## config.mk

```make
export PLATFORM = sky130hd
export DESIGN_NAME = stoch_to_bin
export DESIGN_NICKNAME = d
export VERILOG_FILES = /design/src/rtl/stoch_to_bin.sv
export SDC_FILE = /design/constraint.sdc
export NUM_CORES = 1
export LEC_CHECK = 0
export CORE_MARGIN = 2
export CORE_UTILIZATION = 50
export DETAILED_ROUTE_END_ITERATION = 8
export PLACE_DENSITY = 0.72
export RECOVER_POWER = 100
export REMOVE_ABC_BUFFERS = 1
export SYNTH_ARGS = -nofsm -noshare
export SYNTH_HDL_FRONTEND = slang
export SYNTH_SLANG_ARGS = --single-unit
```

## constraint.sdc

```tcl
create_clock -name CLK -period 2.26 [get_ports CLK]
set_clock_uncertainty 0.05 [all_clocks]
set_input_delay 0.226 -clock CLK [delete_from_list [all_inputs] [get_ports CLK]]
set_output_delay 0.226 -clock CLK [all_outputs]
set_load 0.01 [all_outputs]
```

## src/rtl/stoch_to_bin.sv

```systemverilog
// Stochastic-to-binary converter: counts ones of a unipolar bitstream over a
// window of 2^N enabled samples and publishes the saturated count on Q.
module stoch_to_bin #(
    parameter int N    = 8,
    parameter int CONT = 0
) (
    input  logic         CLK,
    input  logic         RST,
    input  logic         START,
    input  logic         EN,
    input  logic         IN,
    output logic [N-1:0] Q,
    output logic         VALID,
    output logic         BUSY
);

    // Handshake: START is a request accepted only in IDLE (ignored in ACCUM);
    // VALID is a single-cycle pulse with no backpressure, Q holds until the next one.
    typedef enum logic {
        IDLE  = 1'b0,
        ACCUM = 1'b1
    } state_t;

    state_t       state_q, state_d;
    logic [N:0]   ones_q, ones_d;
    logic [N-1:0] cnt_q, cnt_d;
    logic [N-1:0] q_q, q_d;
    logic         valid_q, valid_d;
    logic         busy_q, busy_d;
    logic [N:0]   sum;
    logic         last_sample;

    always_comb begin
        state_d     = state_q;
        ones_d      = ones_q;
        cnt_d       = cnt_q;
        q_d         = q_q;
        valid_d     = 1'b0;
        sum         = ones_q + {{N{1'b0}}, IN};
        last_sample = EN && (cnt_q == {N{1'b1}});

        case (state_q)
            IDLE: begin
                if (START || (CONT != 0)) begin
                    state_d = ACCUM;
                    ones_d  = '0;
                    cnt_d   = '0;
                end
            end
            ACCUM: begin
                if (last_sample) begin
                    // An all-ones window counts 2^N, which does not fit in N bits.
                    q_d     = sum[N] ? {N{1'b1}} : sum[N-1:0];
                    valid_d = 1'b1;
                    ones_d  = '0;
                    cnt_d   = '0;
                    state_d = (CONT != 0) ? ACCUM : IDLE;
                end else if (EN) begin
                    ones_d = sum;
                    cnt_d  = cnt_q + 1'b1;
                end
            end
            default: state_d = IDLE;
        endcase

        busy_d = (state_d == ACCUM);
    end

    always_ff @(posedge CLK) begin
        if (!RST) begin
            state_q <= IDLE;
            ones_q  <= '0;
            cnt_q   <= '0;
            q_q     <= '0;
            valid_q <= 1'b0;
            busy_q  <= 1'b0;
        end else begin
            state_q <= state_d;
            ones_q  <= ones_d;
            cnt_q   <= cnt_d;
            q_q     <= q_d;
            valid_q <= valid_d;
            busy_q  <= busy_d;
        end
    end

    assign Q     = q_q;
    assign VALID = valid_q;
    assign BUSY  = busy_q;

endmodule

```

**Word-level counts from Yosys, hierarchy flattened**

Index checks and enable logic that the tools add are counted.

- Equality and inequality tests: 3
- Bitwise operators: 1
- $add $sub $neg: 2
- Reductions and logical operators: 4
- Mux-type cells: 13

Operators with widths:

| kind | number |
|---|---|
| 8-bit two-way mux | 4 |
| 9-bit two-way mux | 3 |
| 9-bit case mux with 2 select lines | 1 |
| 8-bit case mux with 2 select lines | 1 |
| 9-bit by 1-bit adder with 9-bit output | 1 |
| 8-bit by 1-bit adder with 8-bit output, second input constant | 1 |
| 8-bit == test, second input constant | 1 |
| 2-bit AND reduction | 3 |
| 1-bit two-way mux | 3 |
| 3-bit by 2-bit != test with 1-bit output, second input constant | 1 |
| 2-bit != test, second input constant | 1 |
| 1-bit case mux with 2 select lines | 1 |
| 1-bit logical AND | 1 |
| 1-bit inverter | 1 |

- Bits in registers: 27
- Output and inout bits: 10
- Word-level logic and storage cells: 28

**Longest topological paths before layout**

- Depth in word-level cells: 4
- Depth in mapped cells: 6

**Worst setup path before layout**

No wires, ideal clock.

- Kind: flip-flop to flip-flop
- From: reg ones_q[0]
- To: reg q_q[0] (netlist: Q[0])
- Data required time: 2.091 ns
- Cell stages (with the launch flop): 7
- Data arrival time: 1.489 ns
- Slack: 0.602 ns
- Path through: dfxtp_1 > ha_1 > ha_1 > nand4_1 > o21ai_0 > nand3b_2 > o221a_1

- Cells in the longest elaborated chain, start to end: 2

RTL lines:

| item | RTL line | text |
|---|---|---|
| start: declaration | 25 | `logic [N:0] ones_q, ones_d;` |
| start signal: assignment | 79 | `ones_q <= ones_d;` |
| 9-bit by 1-bit adder with 9-bit output | 39 | `sum = ones_q + {{N{1'b0}}, IN};` |
| 8-bit two-way mux | 53 | `q_d = sum[N] ? {N{1'b1}} : sum[N-1:0];` |
| end signal: assignment | 81 | `q_q <= q_d;` |
| end: declaration | 27 | `logic [N-1:0] q_q, q_d;` |

Every way passes these cells.
A chain may end at the register's enable or synchronous reset.

**Worst setup path after layout**

- From: reg cnt_q[0]
- To: reg q_q[3] (netlist: Q[3])

- Cells in the longest elaborated chain, start to end: 3

RTL lines:

| item | RTL line | text |
|---|---|---|
| start: declaration | 26 | `logic [N-1:0] cnt_q, cnt_d;` |
| start signal: assignment | 80 | `cnt_q <= cnt_d;` |
| 8-bit == test | 40 | `last_sample = EN && (cnt_q == {N{1'b1}});` |
| 1-bit logical AND | 40 |  |
| 2-bit AND reduction (no source line) | n/a |  |

Every way passes these cells.

==> results.md <==
* Status: finished clean
* Gate family responsible for the most delay along the worst path: simple AND/OR/NAND/NOR gates
* Final core occ at 62.7%
* Crit Reg-Reg Endpoint: Q[3]
* Final setup violation count at 0
* Routed Antenna Nets at 0
* Synth top cells by count: dfxtp_1 (27), nor2_1 (9), xnor2_1 (9)
* R2R cell count at 5
* Core ar. at 0.00225 mm2
* Asr flop ratio synth at 0%
* Crit path DAT at 2.05 ns
* Fmax at approximately 550 MHz
* GR Util All Layers at between 15 and 20%
* Yosys warning count at 0
* Port-buffer cells at 14
* Vias in the first global route at 947
* Syn avg cell area at 9.73 um2
* HPWL after DPL at 1730 um
* Post-synth top flop: dfxtp_1
* Critical Path Sink Type: register
* Buf/Inv on CP at 1
* Setup bufs post-CTS at 0
* Critical-path cell list: ha_1 -> and3_1 -> and3b_1 -> clkbuf_1 -> o221a_1
* # DRC at 0
* Crit Path Max Fanout at 7
* RSZ-0062 raised after global routing: no
* Yosys top cell area share at between 40% and 50%
* Register area share after synthesis at between 40 and 50%
* Cts repair resizes at 0
* Setup TNS at 0 ns
* RR Startpoint: cnt_q[0]
* N_diodes at 0
* TritonCTS Buffers at 3
* Post-synth EDFFs at 0
* Nets@finish at between 150 and 200
* Slew Viols, Final at 0
* CTS max path bufs at 2
* FF+latch area at around 540 um2
* Final period util at between 80% and 90%
* Yosys top cell by area: dfxtp_1
* Root Driver: clkbuf_4
* Drt via density at 5.89
* First-pass GRT wire length at approximately 4100 um
* Hold Crit Start: cnt_q[6]
* CP Depth at 5
* Kind of critical path: reg -> reg
* Worst-margin pin slew at 0.678 ns
* P_leak at approximately 0.50 nW
* Max IR drop VDD at 0.501 mV
* 1st-iter DRT viols at 18
* Count leader, synth: dfxtp_1
* Fraction of layout cells with a size suffix above 1 at 5.63%
* Critical path required time at 2.48 ns
* WHS Endpoint: cnt_q[6]
* Grt ovf at 0
* CTS tree: yes
* CTS Hold Bufs at 0
* DRT Wirelength at roughly 2400 um
* Number of synthesized register bits at 27
* Die height at between 50 and 60 um
* Minimum clock period at between 1.5 and 2 ns
* Antenna violations before repair at 0
* Worst-path clk slew at 0.14 ns
* Worst Hold Depth at 2
* Largest stage delay on the critical path at 0.40 ns
* Die Wd at 53.3 um
* Initial Utilization at 53.9%
* Maxcap violations at 0
* Pre-antenna DRT Iters at 4
* DR WL/cell at approximately 14 um
* Final RePlAce weighted congestion at about 0.79
* Largest net degree at the start of global routing at 22
* Headroom to the max-slew limit at 54.8%
* FILL cells at 216
* Crit path launch type: register
* Area Growth Syn to Fin at 16.2%
* Max H-tree Level at 1
* Largest cells by area after synthesis: dfxtp_1 (44%), o221a_1 (7.4%), xnor2_1 (6.5%), ha_1 (3.1%), nor2b_1 (3.1%)
* CTS Sinks at 27
* Pwr Density at 519 mW/mm2
* Crit-path slowest cell: dfxtp_1
* Multi-input logic area at around 640 um2
* Final Hold Viols at 0
* Netlist Area Pre-Place at around 0.0012 mm2
* Skew-Pair Late Insertion Delay at between 0.3 and 0.4 ns
* Reg-to-reg setup timing slack at 0.43 ns
* Hold Crit Class: reg -> reg
* Die footprint at 0.00284 mm2
* Via count at ~1000
* # rows at 17
* Minimum hold slack at 0.471 ns
* Mapped Cells at around 130
* IO Count at 15
* Netlist cell types at 37
logic make-up after synthesis:
| logic type | Yosys count | share of synthesized area (%) |
|---|---|---|
| multiplexers | 2 | 1.95 |
| AND/OR/NAND/NOR | 45 | 20.2 |
| AO/OA/AOI/OAI | 30 | 19.5 |
| flip-flops | 27 | 44.4 |
| buffers and inverters | 7 | 2.88 |
| adder cells (fa/ha/maj) | 3 | 3.09 |
| XOR/XNOR | 11 | 7.92 |
sequential cells by signal, indices dropped and copies added, names as in the netlist:
signal	flops
ones_q	9
VALID	1
Q	8
BUSY	1
cnt_q	8
worst min-delay path, stage by stage (launching register included):
cell and delay [ns]:
dfxtp_1 0.35, o21ai_0 0.07, a21boi_0 0.07
metrics by stage:
step	total power, mW	area [um2]	std cells	worst slack, ns
after floorplan	0.516	1190	120	0.570
after global placement	0.542	1390	166	0.160
after detailed placement	0.542	1390	166	0.106
after CTS	0.737	1420	170	0.437
after global routing	0.767	1410	170	0.290
final	0.734	1410	170	0.428
power breakdown:
part / switching, mW / internal (mW) / total (mW) / leakage (nW)
Clock: 0.135 / 0.0688 / 0.203 / 0.0150
Combinational: 0.0275 / 0.0197 / 0.0473 / 0.269
Sequential: 0.00362 / 0.479 / 0.483 / 0.218
worst max path at each step:
stage	start	end	slack, ns
3_5_place_dp	IN	Q[0]	0.11
6_report	cnt_q[0]	Q[3]	0.43
5_1_grt	cnt_q[0]	Q[2]	0.29
2_1_floorplan	cnt_q[0]	Q[0]	0.57
3_3_place_gp	IN	Q[2]	0.16
4_1_cts	cnt_q[0]	Q[3]	0.44
metal layers:
layer	wire length, um	vias up	global-route usage (%)
met5	0	-	0
met4	17	0	5.13
met3	63	2	3.39
met2	1130	16	33.1
met1	1170	484	25.0
li1	-	500	-
cells in the final DEF (no fill, tap or decap), drive strengths merged:
master and instances:
nand3 7, and4 1, or2 1, nor2b 6
or4 1, o21ai 5, dfxtp 27, nor4 2
xor2 2, a31oi 4, nor2 9, inv 2
nor3b 1, buf 2, and3b 1, ha 3
nor3 1, nand3b 2, clkdlybuf4s50 4, nand2b 2
mux2i 2, a32o 3, a21boi 1, and2 1
a22oi 3, nand2 7, xnor2 9, clkbuf 6
and3 1, a32oi 1, o221a 8, a21oi 5
or3 1, dlygate4sd3 10, nand4 1
area by class of cell:
| cell class | instances | share of cell area (%) |
|---|---|---|
| inverters | 2 | 0.531 |
| well taps | 28 | 2.48 |
| clock buffers | 4 | 1.86 |
| multi-input cells | 91 | 45.3 |
| repair buffers | 18 | 11.5 |
| flip-flops and latches | 27 | 38.3 |
Note: power is estimated with default switching activity, not from simulation.
